$ cat config.mk
export PLATFORM = sky130hd
export DESIGN_NAME = adder_32_r
export DESIGN_NICKNAME = d
export VERILOG_FILES = /design/src/rtl/mult_pkg.sv /design/src/rtl/prefix_cell.sv /design/src/rtl/adder_32_r.sv
export SDC_FILE = /design/constraint.sdc
export NUM_CORES = 1
export LEC_CHECK = 0
export ABC_AREA = 0
export CORE_MARGIN = 5
export CORE_UTILIZATION = 43
export CTS_BUF_LIST = sky130_fd_sc_hd__clkbuf_4 sky130_fd_sc_hd__clkbuf_8 sky130_fd_sc_hd__clkbuf_16
export CTS_CLUSTER_DIAMETER = 30
export DETAILED_ROUTE_END_ITERATION = 8
export PLACE_DENSITY = 0.84
export RECOVER_POWER = 100
export SLEW_MARGIN = 20
export SYNTH_ARGS = -nofsm -noshare
export SYNTH_HDL_FRONTEND = slang
export SYNTH_HIERARCHICAL = 1
export SYNTH_SLANG_ARGS = --single-unit
$ cat constraint.sdc
create_clock -name sys_clk -period 1.89 [get_ports sys_clk]
set_clock_uncertainty 0.15 [all_clocks]
set_input_delay 0.378 -clock sys_clk [delete_from_list [all_inputs] [get_ports sys_clk]]
set_output_delay 0.378 -clock sys_clk [all_outputs]
set_load 0.01 [all_outputs]
$ cat src/rtl/mult_pkg.sv
// Shared widths and constants for the 16x16 Booth/Wallace multiplier datapath.
package mult_pkg;

  localparam int ADD_W      = 32;
  localparam int A_W        = 31;
  localparam int B_LSB      = 2;
  localparam int B_ZERO_LO  = 4;
  localparam int B_ZERO_HI  = 8;
  // Positions 2..29 need a group generate; bit 30's group carry would be the discarded carry-out.
  localparam int PFX_W      = A_W - B_LSB - 1;
  localparam int PFX_LEVELS = 5;

  typedef logic [ADD_W-1:0] sum_t;

  function automatic logic [A_W-1:B_LSB] maskZeroBits(input logic [A_W-1:B_LSB] rowB);
    logic [A_W-1:B_LSB] r;
    r            = rowB;
    r[B_ZERO_LO] = 1'b0;
    r[B_ZERO_HI] = 1'b0;
    return r;
  endfunction

endpackage

$ cat src/rtl/prefix_cell.sv
// Kogge-Stone black cell: merges a high (G,P) group with the adjacent low group.
module prefix_cell (
  input  logic gHi_i,
  input  logic pHi_i,
  input  logic gLo_i,
  input  logic pLo_i,
  output logic g_o,
  output logic p_o
);

  assign g_o = gHi_i | (pHi_i & gLo_i);
  assign p_o = pHi_i & pLo_i;

endmodule

$ cat src/rtl/adder_32_r.sv
// Registered final-stage adder of the multiplier: sums the two reduced rows with a
// Kogge-Stone prefix network and takes the MSB from the externally supplied sign.
module adder_32_r
  import mult_pkg::*;
(
  input  logic                 sys_clk,
  input  logic                 sys_rst_n,
  input  logic [A_W-1:0]       A,
  input  logic [A_W-1:B_LSB]   B,
  input  logic                 sign,
  output logic [ADD_W-1:0]     C
);

  logic [A_W-1:B_LSB]                 bMasked;
  logic [A_W-1:B_LSB]                 pBit;
  logic [PFX_W-1:0]                   gBit;
  logic [PFX_LEVELS:0][PFX_W-1:0]     gLvl;
  logic [PFX_LEVELS:0][PFX_W-1:0]     pLvl;
  logic [A_W-1:B_LSB]                 carryIn;
  logic                               unusedP;
  sum_t                               result_d;
  sum_t                               result_q;

  // Bits 4 and 8 of B are structurally zero, so those positions collapse to half-adder g/p.
  assign bMasked = maskZeroBits(B);
  assign pBit    = A[A_W-1:B_LSB] ^ bMasked;
  assign gBit    = A[A_W-2:B_LSB] & bMasked[A_W-2:B_LSB];

  assign gLvl[0] = gBit;
  assign pLvl[0] = pBit[A_W-2:B_LSB];

  // Level lvl combines spans of 2^lvl; positions whose span already reaches bit 2 only need G.
  genvar lvl, j;
  generate
    for (lvl = 0; lvl < PFX_LEVELS; lvl++) begin : gLevel
      localparam int D = 1 << lvl;
      for (j = 0; j < PFX_W; j++) begin : gPos
        if (j < D) begin : gPass
          assign gLvl[lvl+1][j] = gLvl[lvl][j];
          assign pLvl[lvl+1][j] = pLvl[lvl][j];
        end else if (j < 2 * D) begin : gGray
          assign gLvl[lvl+1][j] = gLvl[lvl][j] | (pLvl[lvl][j] & gLvl[lvl][j-D]);
          assign pLvl[lvl+1][j] = pLvl[lvl][j];
        end else begin : gBlack
          prefix_cell uCell (
            .gHi_i (gLvl[lvl][j]),
            .pHi_i (pLvl[lvl][j]),
            .gLo_i (gLvl[lvl][j-D]),
            .pLo_i (pLvl[lvl][j-D]),
            .g_o   (gLvl[lvl+1][j]),
            .p_o   (pLvl[lvl+1][j])
          );
        end
      end
    end
  endgenerate

  assign unusedP = ^pLvl[PFX_LEVELS];

  assign carryIn  = {gLvl[PFX_LEVELS], 1'b0};
  assign result_d = {sign, pBit ^ carryIn, A[B_LSB-1:0]};

  always_ff @(posedge sys_clk) begin
    if (!sys_rst_n) begin
      result_q <= '0;
    end else begin
      result_q <= result_d;
    end
  end

  assign C = result_q;

endmodule

# [Yosys cells after proc, flatten, opt, wreduce, memory -nomap -nowiden]
# Cells that the tools add are included.
[word_totals] out_inout_bits=32 input_bits=63 reg_bits=32
[classes] bitwise_logic=303
[op_table] cell="bitwise AND 1 bit" count=191
[op_table] cell="OR 1 bit" count=109
[op_table] cell="XOR 29 bit" count=2
[op_table] cell="bitwise AND 28 bit" count=1

# [Longest topological paths before layout]
# Gate-level depths: netlist of run 1.
[logic_depth] depth_word=11 mapped_depth=8

# [By module]
# The synthesis of run 1 kept the hierarchy.
[modules_own_cells] module="adder_32_r" seq_area_each_um2=640.6 area_per_inst_um2=1775.5 cells_each=185 n_inst=1
[modules_own_cells] module="prefix_cell" seq_area_each_um2=0.0 area_per_inst_um2=15.0 cells_each=2 n_inst=82

# [Least setup slack after synthesis of run 1]
# Ideal clock, no wire load.
[synth_timing] path_kind="in2reg" startpoint="input port A[9]" endpoint="register result_q[25] (netlist: C[25])" arrival_time_ps=1804 slack_ps=-188 setup_time_ps=124 t_required_ps=1616 n_path_buf=0 path_stages=8 path_cell_list="ha_1 -> and2_2 -> and2_2 -> and2_2 -> and2_2 -> a21oi_1 -> o21ai_0 -> mux2i_1"
[synth_rtl] element="start: declaration" line_no="adder_32_r.sv:8" source="input logic [A_W-1:0] A,"
[synth_rtl] element="end signal: assignment" line_no="adder_32_r.sv:67" source="result_q <= result_d;"
[synth_rtl] element="end: declaration" line_no="adder_32_r.sv:22" source="sum_t result_q;"

# [Worst setup path after layout of run 1]
[layout_timing] startpoint="input port A[3]" endpoint="register result_q[12] (netlist: C[12])"
[layout_between] elab_chain_len=6 elab_cells_between_ends=7 cone_classes="bitwise (7)"
[layout_rtl] element="XOR 29 bit" line_no="adder_32_r.sv:26" source="assign pBit = A[A_W-1:B_LSB] ^ bMasked;"
[layout_rtl] element="bitwise AND 1 bit" line_no="adder_32_r.sv:42" source="assign gLvl[lvl+1][j] = gLvl[lvl][j] | (pLvl[lvl][j] & gLvl[lvl][j-D]);"
[layout_rtl] element="OR 1 bit (*)" line_no="adder_32_r.sv:42"
[layout_rtl] element="bitwise AND 1 bit (*)" line_no="adder_32_r.sv:42"
[layout_rtl] element="OR 1 bit (*)" line_no="adder_32_r.sv:42"
[layout_rtl] element="XOR 29 bit (*)" line_no="adder_32_r.sv:61" source="assign result_d = {sign, pBit ^ carryIn, A[B_LSB-1:0]};"
# Every way passes the cells marked *; elsewhere a longest branch is shown, timed or not.
# A chain may end at the register's enable or synchronous reset.

==> results of run 1 <==
cells in the mapped netlist:
cell type / n
a21o_1: 86
and2_2: 82
dfxtp_1: 32
ha_1: 26
nand2_1: 24
a21oi_1: 20
mux2i_1: 18
nand2b_1: 18
and2_1: 14
xnor2_1: 6
xor2_1: 4
o21ai_0: 3
o21ai_1: 3
a21oi_2: 2
buf_4: 2
clkbuf_1: 2
inv_1: 2
o21bai_1: 2
buf_2: 1
conb_1: 1
fa_1: 1
final cells by class:
type / count / share of cell area
Multi-Input combinational cell: 313 / 0.586
Timing Repair Buffer: 140 / 0.231
Sequential cell: 32 / 0.133
Tap cell: 96 / 0.0250
Clock buffer: 5 / 0.0143
Clock inverter: 3 / 0.00884
Inverter: 2 / 0.00156
power groups by stage:
stage / Sequential [mW] / Combinational [mW] / Clock (mW)
2_1_floorplan: 0.837 / 0.636 / 0
3_3_place_gp: 0.794 / 1.23 / 0
3_5_place_dp: 0.795 / 1.25 / 0
4_1_cts: 0.780 / 1.31 / 0.707
5_1_grt: 0.789 / 1.45 / 0.733
6_report: 0.779 / 1.34 / 0.687
timing repair:
action / 4_1_cts / 5_1_grt
setup endpoints to repair: 25 / 19
resized for setup: 128 / 70
buffers inserted: 15 / 2
pin swaps: 45 / 57
per-stage QoR:
step | hold WS [ns] | setup slack [ns] | power (mW) | util | cells
5_1_grt | 0.412 | -0.0148 | 2.97 | 0.708 | 591
3_5_place_dp | 0.814 | -0.656 | 2.04 | 0.679 | 566
3_3_place_gp | 0.813 | -0.644 | 2.02 | 0.679 | 566
4_1_cts | 0.422 | -0.000189 | 2.79 | 0.719 | 589
2_1_floorplan | 0.355 | -0.0346 | 1.47 | - | 352
6_report | 0.390 | 0.0147 | 2.80 | 0.708 | 591
cell families after synthesis:
logic type,Yosys count
xor gates and xnor gates,10
DFF,32
AOI/OAI and AO/OA,116
other,1
muxes,18
and+or+nand+nor,138
buffers and inverters,7
adders and majority gates,27
worst max-delay path by stage:
stage	end	slack (ns)	cells past startpoint	startpoint
6_report	C[12]	0.01	7	A[3]
5_1_grt	C[12]	-0.01	7	A[3]
4_1_cts	C[26]	-0.0002	9	A[24]
3_5_place_dp	C[26]	-0.66	9	A[10]
3_3_place_gp	C[26]	-0.64	9	A[10]
2_1_floorplan	C[19]	-0.03	8	A[11]
metal layers:
layer  GRT usage  up-vias  wire, um
met4      0.0554        0       124
met5           0        -         0
met2       0.399       89      4760
met3      0.0338       12       465
li1            -     1498         -
met1       0.235     1390      3890
worst max-delay path, cell delays in order:
cell and delay (ns):
clkdlybuf4s15_1 0.22, buf_4 0.16, fa_2 0.46, buf_4 0.17, a21oi_2 0.26, xnor2_1 0.09, and2_1 0.16
==> results.md, run 1 <==
- Status: finished clean
- Number of core rows: 30
- IO buf count: 92
- Cell area after placement: 4610 um2
- Mux contribution to synthesized area: 0.0599
- Global placement routability congestion: 0.912
- Share of cells above drive strength 1: 0.457
- Drt via density: 5.06
- Top post-synthesis cells by area: a21o_1 (21%), dfxtp_1 (21%), and2_2 (20%), ha_1 (11%), mux2i_1 (6.0%)
- Final hold vios: 0
- Routed wire length per instance: 15.6 um
- Footprint of the multi-input gates: 2820 um2
- Fillers: 527
- CP Launch Type: input pin
- Gate count after technology mapping: 349
- Clock transition at the registers of the reported paths: 0.08 ns
- Max Fclk: 533 MHz
- Clk sinks: 32
- Count of pins over their slew limit: 0
- Iteration-0 DRC Markers: 112
- DP Wirelength: 7.27 mm
- Sequential fraction of design power: 0.278
- Register area: 641 um2
- Most frequent cells in the layout: a21o_1 (85), and2_4 (48), buf_4 (46), clkdlybuf4s50_1 (37), and2_2 (34)
- Grt total ovfl: 0
- Yosys top cell area share: 0.215
- Adder-Cell Fraction of Synth Area: 0.115
- Leakage Power: 2.50 nW
- Core area: 6790 um2
- Crit path arrival time: 1.91 ns
- Hold_buf cts: 0
- GRT Total Usage: 0.208
- Initial Util: 0.443
- Pwr dens: 583 nW/um2
- Hold path cells: 3
- Setup TNS: 0 ns
- P_sw: 0.885 mW
- Critical Path RT: 1.92 ns
- Unique cell type count in the Yosys netlist: 21
- Inserted Clock Buffers: 5
- Largest register FFs: 32
- Hold WC Path Type: in2reg
- Compound-Gate Fraction of Synth Area: 0.269
- Post-synthesis xor/xnor area fraction: 0.0291
- Pre-antenna DRT Iters: 5
- Area leader, netlist: a21o_1
- Peak supply drop: 302 uV
- Routed Antenna Nets: 0
- Largest fanout on the critical path: 6
- # setup viols final: 0
- Start point of the worst hold path: B[2]
- Hold worst-path end: C[2]
- Post-Synthesis Cell Area: 3010 um2
- Vias in the first global route: 3200
- Cell area after layout: 4810 um2
- CTS tree: yes
- Final Cycle Share: 0.992
- Die Wd: 93.6 um
- Pin count of the biggest net entering global routing: 51
- P_int: 1.92 mW
- Kind of critical path: in2reg
- Switching share of power: 0.316
- Global-route wire length before repair: 14.6 mm
- # DRC: 0
- Minimum clock period: 1.88 ns
- Antenna violations before repair: 0
- Synthesized flop and latch total: 32
- CP endpoint kind: flop
- Area delta synth->final: 60.1%
- I/O pins: 95
- DIE AREA: 8760 um2
- # diodes: 0
- Max-cap violations: 0
- H-tree depth: 2
- Bufs on Longest Clock Path: 2
- Nets: 584
- Vias: 2989
- Synth Area in Simple Gates: 0.301
- Largest family of logic cells by synthesized area: simple AND/OR/NAND/NOR gates
- Combinational share of power: 0.477
- Clock network fraction of total power: 0.245
- Root Driver: clkbuf_8
- Seq/Total Area, Yosys: 0.213
- Most common library cell in the layout ignoring fill and taps: a21o_1
- Die height: 93.6 um
- DRT Wirelength: 9.24 mm
- Synthesis Warnings: 6
- Average instance area after synthesis: 8.61 um2
(Power assumes the default switching activity.)
==> run 2: changes to the inputs <==
--- a/config.mk
+++ b/config.mk
@@ -13,7 +13,6 @@
 export DETAILED_ROUTE_END_ITERATION = 8
 export PLACE_DENSITY = 0.84
 export RECOVER_POWER = 100
-export SLEW_MARGIN = 20
 export SYNTH_ARGS = -nofsm -noshare
 export SYNTH_HDL_FRONTEND = slang
 export SYNTH_HIERARCHICAL = 1
==> results of run 2 <==
Same layout as run 1: the final DEF is identical, and so are final timing and power.
